$ cat src/rtl/counter_pkg.sv
// Shared types for the parametrised up/down counter: count modes, FSM states
// and the decode of the raw 2-bit mode input.
package counter_pkg;

    typedef enum logic [1:0] {
        MODE_WRAP    = 2'b00,
        MODE_SAT     = 2'b01,
        MODE_ONESHOT = 2'b10
    } mode_e;

    typedef enum logic {
        ST_RUN     = 1'b0,
        ST_STOPPED = 1'b1
    } state_e;

    // Encoding 2'b11 has no enum member of its own and behaves as WRAP.
    function automatic mode_e decode_mode(input logic [1:0] m);
        case (m)
            2'b01:   return MODE_SAT;
            2'b10:   return MODE_ONESHOT;
            default: return MODE_WRAP;
        endcase
    endfunction

endpackage

$ cat src/rtl/counter_step_calc.sv
// Combinational next-count calculation: applies one step up or down and flags
// whether the MAX_VAL / 0 boundary was reached or crossed.
module counter_step_calc
    import counter_pkg::*;
#(
    parameter int WIDTH   = 8,
    parameter int MAX_VAL = 255,
    parameter int STEP_W  = 4
) (
    input  logic [WIDTH-1:0]  i_cur,
    input  logic [STEP_W-1:0] i_step,
    input  logic              i_up,
    input  mode_e             i_mode,
    output logic [WIDTH-1:0]  o_next,
    output logic              o_boundary,
    output logic              o_up
);

    localparam logic [WIDTH:0] LIM = (WIDTH+1)'(MAX_VAL);
    localparam logic [WIDTH:0] MOD = (WIDTH+1)'(MAX_VAL + 1);

    logic [WIDTH:0] w_cur;
    logic [WIDTH:0] w_step;
    logic [WIDTH:0] w_sum;
    logic [WIDTH:0] w_res;

    // One extra bit keeps out+step and out+MOD-step exact before the result is narrowed.
    always_comb begin
        w_cur      = {1'b0, i_cur};
        w_step     = (WIDTH+1)'(i_step);
        w_sum      = w_cur + w_step;
        w_res      = w_cur;
        o_boundary = 1'b0;
        if (i_up) begin
            if (w_sum < LIM) begin
                w_res = w_sum;
            end else begin
                o_boundary = 1'b1;
                if (i_mode == MODE_WRAP && w_sum > LIM)
                    w_res = w_sum - MOD;
                else
                    w_res = LIM;
            end
        end else begin
            if (w_step < w_cur) begin
                w_res = w_cur - w_step;
            end else begin
                o_boundary = 1'b1;
                if (i_mode == MODE_WRAP && w_step > w_cur)
                    w_res = w_cur + MOD - w_step;
                else
                    w_res = '0;
            end
        end
        o_next = WIDTH'(w_res);
        o_up   = i_up;
    end

endmodule

$ cat src/rtl/counter_ud_param.sv
// Parametrised up/down counter with modulus, runtime step, parallel load,
// wrap/saturate/one-shot modes, terminal-count pulse and sticky boundary flags.
module counter_ud_param
    import counter_pkg::*;
#(
    parameter int WIDTH   = 8,
    parameter int MAX_VAL = 255,
    parameter int STEP_W  = 4
) (
    input  logic              clk,
    input  logic              reset,
    input  logic              enable,
    input  logic              up_down,
    input  logic [STEP_W-1:0] step,
    input  logic [1:0]        mode,
    input  logic              load,
    input  logic [WIDTH-1:0]  load_val,
    input  logic              clr_flags,
    output logic [WIDTH-1:0]  out,
    output logic              tc,
    output logic              ovf,
    output logic              unf,
    output logic              done
);

    localparam logic [WIDTH-1:0] MAX_V = WIDTH'(MAX_VAL);

    state_e           r_state;
    logic [WIDTH-1:0] r_out;
    logic             r_tc;
    logic             r_ovf;
    logic             r_unf;
    logic             r_done;

    mode_e            w_mode;
    logic [WIDTH-1:0] w_next;
    logic             w_boundary;
    logic             w_up;
    logic             w_count;
    logic [WIDTH-1:0] w_load_val;

    assign w_mode     = decode_mode(mode);
    assign w_count    = enable && (step != '0) && (r_state == ST_RUN);
    assign w_load_val = (load_val > MAX_V) ? MAX_V : load_val;

    counter_step_calc #(
        .WIDTH   (WIDTH),
        .MAX_VAL (MAX_VAL),
        .STEP_W  (STEP_W)
    ) u_step_calc (
        .i_cur      (r_out),
        .i_step     (step),
        .i_up       (up_down),
        .i_mode     (w_mode),
        .o_next     (w_next),
        .o_boundary (w_boundary),
        .o_up       (w_up)
    );

    // Flag clears are written first so a same-edge boundary set overrides them.
    always_ff @(posedge clk) begin
        if (reset) begin
            r_out   <= '0;
            r_tc    <= 1'b0;
            r_ovf   <= 1'b0;
            r_unf   <= 1'b0;
            r_done  <= 1'b0;
            r_state <= ST_RUN;
        end else begin
            r_tc <= 1'b0;
            if (clr_flags) begin
                r_ovf <= 1'b0;
                r_unf <= 1'b0;
            end
            if (load) begin
                r_out   <= w_load_val;
                r_done  <= 1'b0;
                r_state <= ST_RUN;
            end else if (w_count) begin
                r_out <= w_next;
                if (w_boundary) begin
                    r_tc <= 1'b1;
                    if (w_up)
                        r_ovf <= 1'b1;
                    else
                        r_unf <= 1'b1;
                    if (w_mode == MODE_ONESHOT) begin
                        r_state <= ST_STOPPED;
                        r_done  <= 1'b1;
                    end
                end
            end
        end
    end

    assign out  = r_out;
    assign tc   = r_tc;
    assign ovf  = r_ovf;
    assign unf  = r_unf;
    assign done = r_done;

endmodule

$ cat config.mk
export PLATFORM = sky130hd
export DESIGN_NAME = counter_ud_param
export DESIGN_NICKNAME = d
export VERILOG_FILES = /design/src/rtl/counter_pkg.sv /design/src/rtl/counter_step_calc.sv /design/src/rtl/counter_ud_param.sv
export SDC_FILE = /design/constraint.sdc
export NUM_CORES = 1
export LEC_CHECK = 0
export CAP_MARGIN = 20
export CORE_MARGIN = 1.5
export CORE_UTILIZATION = 30
export CTS_CLUSTER_SIZE = 8
export DETAILED_ROUTE_END_ITERATION = 8
export HOLD_SLACK_MARGIN = 0.02
export PLACE_DENSITY = 0.56
export SETUP_SLACK_MARGIN = 0.5
export SKIP_LAST_GASP = 1
export SLEW_MARGIN = 0
export SYNTH_ARGS = -nofsm -noshare
export SYNTH_HDL_FRONTEND = slang
export SYNTH_SLANG_ARGS = --single-unit
$ cat constraint.sdc
create_clock -name clk -period 5.1 [get_ports clk]
set_clock_uncertainty 0.15 [all_clocks]
set_input_delay 1.53 -clock clk [delete_from_list [all_inputs] [get_ports clk]]
set_output_delay 1.53 -clock clk [all_outputs]
set_load 0.03 [all_outputs]
# --- Word level (Yosys, flattened, before mapping) ---
# Index checks and enable logic that the tools add are counted.
word_totals:
  regBits: 12
  in_bits: 20
  output_inout_bits: 12
  word_cells: 53
op_classes:
  add_sub_neg: 5
  order_cmp: 5
  eq_ne: 3
  muxes: 23
  n_bitwise: 2
  n_reduce_logical: 10
ops:
  columns: ["op", "count"]
  rows:
  - ["8-bit two-way mux", 8]
  - ["8-bit by 4-bit subtractor with 8-bit output", 2]
  - ["1-bit two-way mux", 14]
  - ["8-bit by 4-bit adder with 9-bit output", 1]
  - ["9-bit by 8-bit greater-than comparator with 1-bit output (second input constant)", 1]
  - ["9-bit by 8-bit less-than comparator with 1-bit output (second input constant)", 1]
  - ["8-bit by 1-bit adder with 8-bit output (second input constant)", 1]
  - ["4-bit by 8-bit greater-than comparator with 1-bit output", 1]
  - ["8-bit greater-than comparator (second input constant)", 1]
  - ["4-bit by 8-bit less-than comparator with 1-bit output", 1]
  - ["8-bit by 1-bit subtractor with 8-bit output (second input constant)", 1]
  - ["2-bit == test (second input constant)", 2]
  - ["1-bit logical AND", 4]
  - ["2-bit one-hot mux with 2 select lines", 1]
  - ["4-bit nonzero test", 1]
  - ["3-bit AND reduction", 1]
  - ["3-bit OR reduction", 1]
  - ["2-bit by 1-bit == test with 1-bit output (second input constant)", 1]
  - ["2-bit logical NOT", 1]
  - ["1-bit inverter", 2]
  - ["2-bit nonzero test", 1]
  - ["2-bit OR reduction", 1]

# --- Longest topological paths before layout ---
depth:
  word_depth: 9
  depth_mapped: 10
  mapped_depth_nobuf: 10

# --- Cells and area by module ---
# A second synthesis with hierarchy kept.
unflattened:
  cells_unflattened: 173
  hier_area_um2: 1466.4
modules_own_cells:
  columns: ["mod", "n_inst", "cells_per_inst", "area_each_um2", "seq_area_each_um2"]
  rows:
  - ["counter_step_calc", 1, 107, 803.3, 0.0]
  - ["counter_ud_param", 1, 66, 663.1, 240.2]

# --- Worst setup path before layout ---
# OpenSTA, ideal clock, no wires.
synth_path:
  kind: "input port to flip-flop"
  from: "input port step[0]"
  to: "register r_out[4], in the netlist out[4]"
  setup_time_ns: 0.103
  arrival_time_ns: 3.383
  required_ns: 4.847
  setup_slack_ns: 1.464
  cell_stages: 9
  path_buffers: 0
  path_cell_list: "ha_1 -> fa_1 -> nand2b_1 -> o2bb2ai_1 -> xnor2_1 -> nand3_1 -> o31ai_4 -> o31ai_1 -> a2111oi_2"
synth_via:
  elab_chain_cells: 8
  word_cells_on_any_way: 21
  cone_classes: "add/sub (4); order compare (4); mux (7); reduce/logical (6)"
synth_rtl:
  columns: ["item", "line_no", "rtl"]
  rows:
  - ["from (decl)", "counter_ud_param.sv:14", "input logic [STEP_W-1:0] step,"]
  - ["8-bit by 4-bit adder with 9-bit output", "counter_step_calc.sv:31", "w_sum = w_cur + w_step;"]
  - ["9-bit by 8-bit greater-than comparator with 1-bit output", "counter_step_calc.sv:39", "if (i_mode == MODE_WRAP && w_sum > LIM)"]
  - ["1-bit logical AND", "counter_step_calc.sv:39", null]
  - ["8-bit two-way mux", "counter_step_calc.sv:39", null]
  - ["8-bit two-way mux", "counter_step_calc.sv:35", "if (w_sum < LIM) begin"]
  - ["8-bit two-way mux", "counter_step_calc.sv:34", "if (i_up) begin"]
  - ["8-bit two-way mux", "counter_ud_param.sv:79", "end else if (w_count) begin"]
  - ["8-bit two-way mux", "counter_ud_param.sv:75", "if (load) begin"]
  - ["to (signal assigned)", "counter_ud_param.sv:76", "r_out <= w_load_val;"]
  - ["to (signal assigned)", "counter_ud_param.sv:80", "r_out <= w_next;"]
  - ["to (decl)", "counter_ud_param.sv:29", "logic [WIDTH-1:0] r_out;"]
# Several ways; a longest one is shown, not always the timed one. The select of a mux whose other input is x is not followed.
# A chain may end at the register's enable or synchronous reset.

# --- Worst setup path in the final report ---
layout_path:
  from: "input port step[2]"
  to: "register r_out[3], in the netlist out[3]"
# Same word-level chain as after synthesis.

==> key figures <==
Clock network
  – Reg clk slew, reported paths: 0.06 ns
  – CTS Sinks: 12
  – CTS Buf Count: 3
  – CTS hold repair buffers: 0
  – Clk root buf: clkbuf_8
  – Post-cts resize count: 0
  – TritonCTS clock tree: done
  – CTS Buffer Depth: 2
  – CTS H-Tree Depth: 1
  – Worst skew pair latency: 0.24 ns
  – Post-CTS setup buffer count: 0

Place
  – Port Buffers: 31
  – Routability cong.: 0.896
  – Final HPWL DP: 2.86 mm
  – Worst Setup Slack post-DPL: 0.730 ns
  – Placed cell areas: 1610 um2
  – # placed instances: 248

Drt
  – DRT iter0 DRCs: 76
  – DRT Wirelength: 3.77 mm
  – Total number of vias: 1392
  – Post-route ant nets: 0
  – Via density: 5.55
  – Initial DRT Pass Iterations: 4
  – DR WL/cell: 15.0 um
  – # DRC: 0

Worst hold path
  – Hold Path Class: flop to flop
  – Min-delay src: ovf

GRT
  – Initial antenna violation count: 0
  – Vias in the first global route: 1284
  – Largest net degree at the start of global routing: 28
  – Grt total ovfl: 0
  – First-pass GRT wire length: 6.13 mm
  – All-layer global routing usage: 0.177

Timing
  – Fin crit period: 4.14 ns
  – TNS Setup: 0 ns
  – Max Transition Viols Final: 0
  – Setup Viol. Count Final: 0
  – Worst Tran Pin Value: 0.959 ns
  – RSZ-0062 raised after global routing: false
  – Period utilisation layout: 0.813
  – Worst hold margin: 0.295 ns
  – Final hold vios: 0
  – Slew headroom: 0.359
  – Max Fclk: 241 MHz
  – Final Worst Setup Slack: 0.955 ns

Setup path
  – Crit Path Class: input pin to flop
  – Worst path cell trace: clkdlybuf4s50_1 > inv_1 > ha_1 > or2b_1 > a21oi_1 > nor2_1 > mux2i_1 > a21oi_1 > a221oi_1 > a211oi_1
  – CP startpoint: step[2]
  – Worst r2r src: out[0]
  – Worst reg2reg path depth: 10
  – R2R Setup Slk: 2.35 ns
  – CP endpoint kind: flop
  – Worst path required time: 5.06 ns
  – Setup crit end: out[3]
  – Critical-path top delay cell: clkdlybuf4s50_1
  – Crit path max fanout: 7
  – Worst R2R End: out[3]
  – Critical path data arrival time: 4.10 ns
  – Worst setup SP type: input pin
  – Worst path max stage delay: 0.51 ns
  – Top cell by count, worst path: a21oi_1

Layout
  – Finished Core Util: 0.407
  – Layout cell share with drive strength beyond 1: 0.0498
  – Design Area, Final: 1650 um2
  – Synthesis-to-layout area growth: 29.4%
  – Filler Cell Count: 415
  – Non-Filler Instances: 251
  – Nets: 234
  – ANT cells: 0

Yosys
  – Synth area leader: dfxtp_1
  – Post-Synthesis Cells: 177
  – Post-synthesis cell type count: 49
  – Synthesized Nets: 208
  – Yosys top cell area share: 0.188
  – Number of synthesized flops with an enable pin: 0
  – Synthesized area: 1280 um2
  – Mean Syn Cell Area: 7.21 um2
  – Synth warnings: 0
  – Part of the Yosys area used for sequential elements: 0.188
  – Yosys reg bits: 12
  – Synth async-reset ratio: 0
  – Synth area leaders: dfxtp_1 (19%), ha_1 (8.8%), a21oi_1 (7.5%)
  – Main synth FF type: dfxtp_1

Power and ir drop
  – Static Leak: 0.651 nW
  – PwrDens: 217 nW/um2
  – Pwr Total: 0.358 mW
  – Worst vdd ir: 0.000106 V

Die
  – Die Wd: 68.2 um
  – Die height: 68.2 um
  – IO Count: 32
  – Die outline area: 4650 um2
  – Num rows: 23
  – CORE AREA: 4060 um2
  – Initial Util: 0.315

Job
  – Max Cap Viol: 0

Outcome
  – Outcome: finished, final reports clean
[layout make-up]
cell class / instances / area (um2) / area share
clock buffers: 3 / 41.3 / 0.0250
multi-input cells: 138 / 933 / 0.565
flip-flops and latches: 12 / 240 / 0.145
repair buffers: 31 / 310 / 0.188
well taps: 50 / 62.6 / 0.0379
inverters: 17 / 63.8 / 0.0386
[worst min path at each step]
stage,endpoint,depth (start not counted),slack [ns]
after floorplan,ovf,2,0.42
after global placement,ovf,2,0.28
final,ovf,2,0.30
after global routing,ovf,2,0.31
after CTS,unf,2,0.30
after detailed placement,ovf,2,0.29
[synth_stat cells (all sizes together) (5+ instances only)]
library cell / n
nand3: 5
o211ai: 5
clkbuf: 9
nor2: 16
a21oi: 19
nand2: 16
inv: 17
ha: 9
dfxtp: 12
o21ai: 7
[cells by family after synthesis]
logic type,synth area share
buf+inv,0.0804
mux,0.00784
xor+xnor,0.0343
compound gates,0.318
flops,0.188
fa+ha+maj,0.120
simple gates,0.252
[where the power goes]
group	total (mW)	internal, mW	switching, mW
registers	0.116	0.100	0.0154
logic	0.154	0.0671	0.0867
clock network	0.0888	0.0522	0.0367
[metal layers]
metal,vias up,global-route usage,wire length (um)
li1,692,-,-
met4,0,0.0950,107
met5,-,0,0
met2,53,0.266,1730
met1,639,0.239,1760
met3,8,0.0296,174
[flip-flops by register name, indices dropped and copies added, names as in the netlist]
name,cells
out,8
tc,1
done,1
unf,1
ovf,1
[worst max-delay path, delay by kind of cell]
family / cells / cell delay (ns)
fa+ha+maj: 1 / 0.37
simple gates: 2 / 0.56
buf+inv: 2 / 0.57
mux: 1 / 0.38
compound gates: 4 / 0.68
[layout by cell type, fill, tap and decap left out, types with 2 or more instances in the layout]
master           instances
o31ai_1                  3
clkdlybuf4s50_1         31
o21ai_0                  7
nand2_1                 16
nor3_1                   4
inv_1                   16
o211ai_1                 5
nor2_1                  16
ha_1                     9
nor2b_1                  3
a21oi_1                 19
nor3b_1                  2
nor4_1                   2
dfxtp_1                 12
xor2_1                   2
fa_1                     2
xnor2_1                  3
nand3_1                  5
a31oi_1                  2
clkbuf_8                 3
a211oi_1                 4
nand4_1                  2
or2_2                    2
nand2b_1                 4
or4_1                    2
a221oi_1                 2
Power figures use the tool's default switching activity.
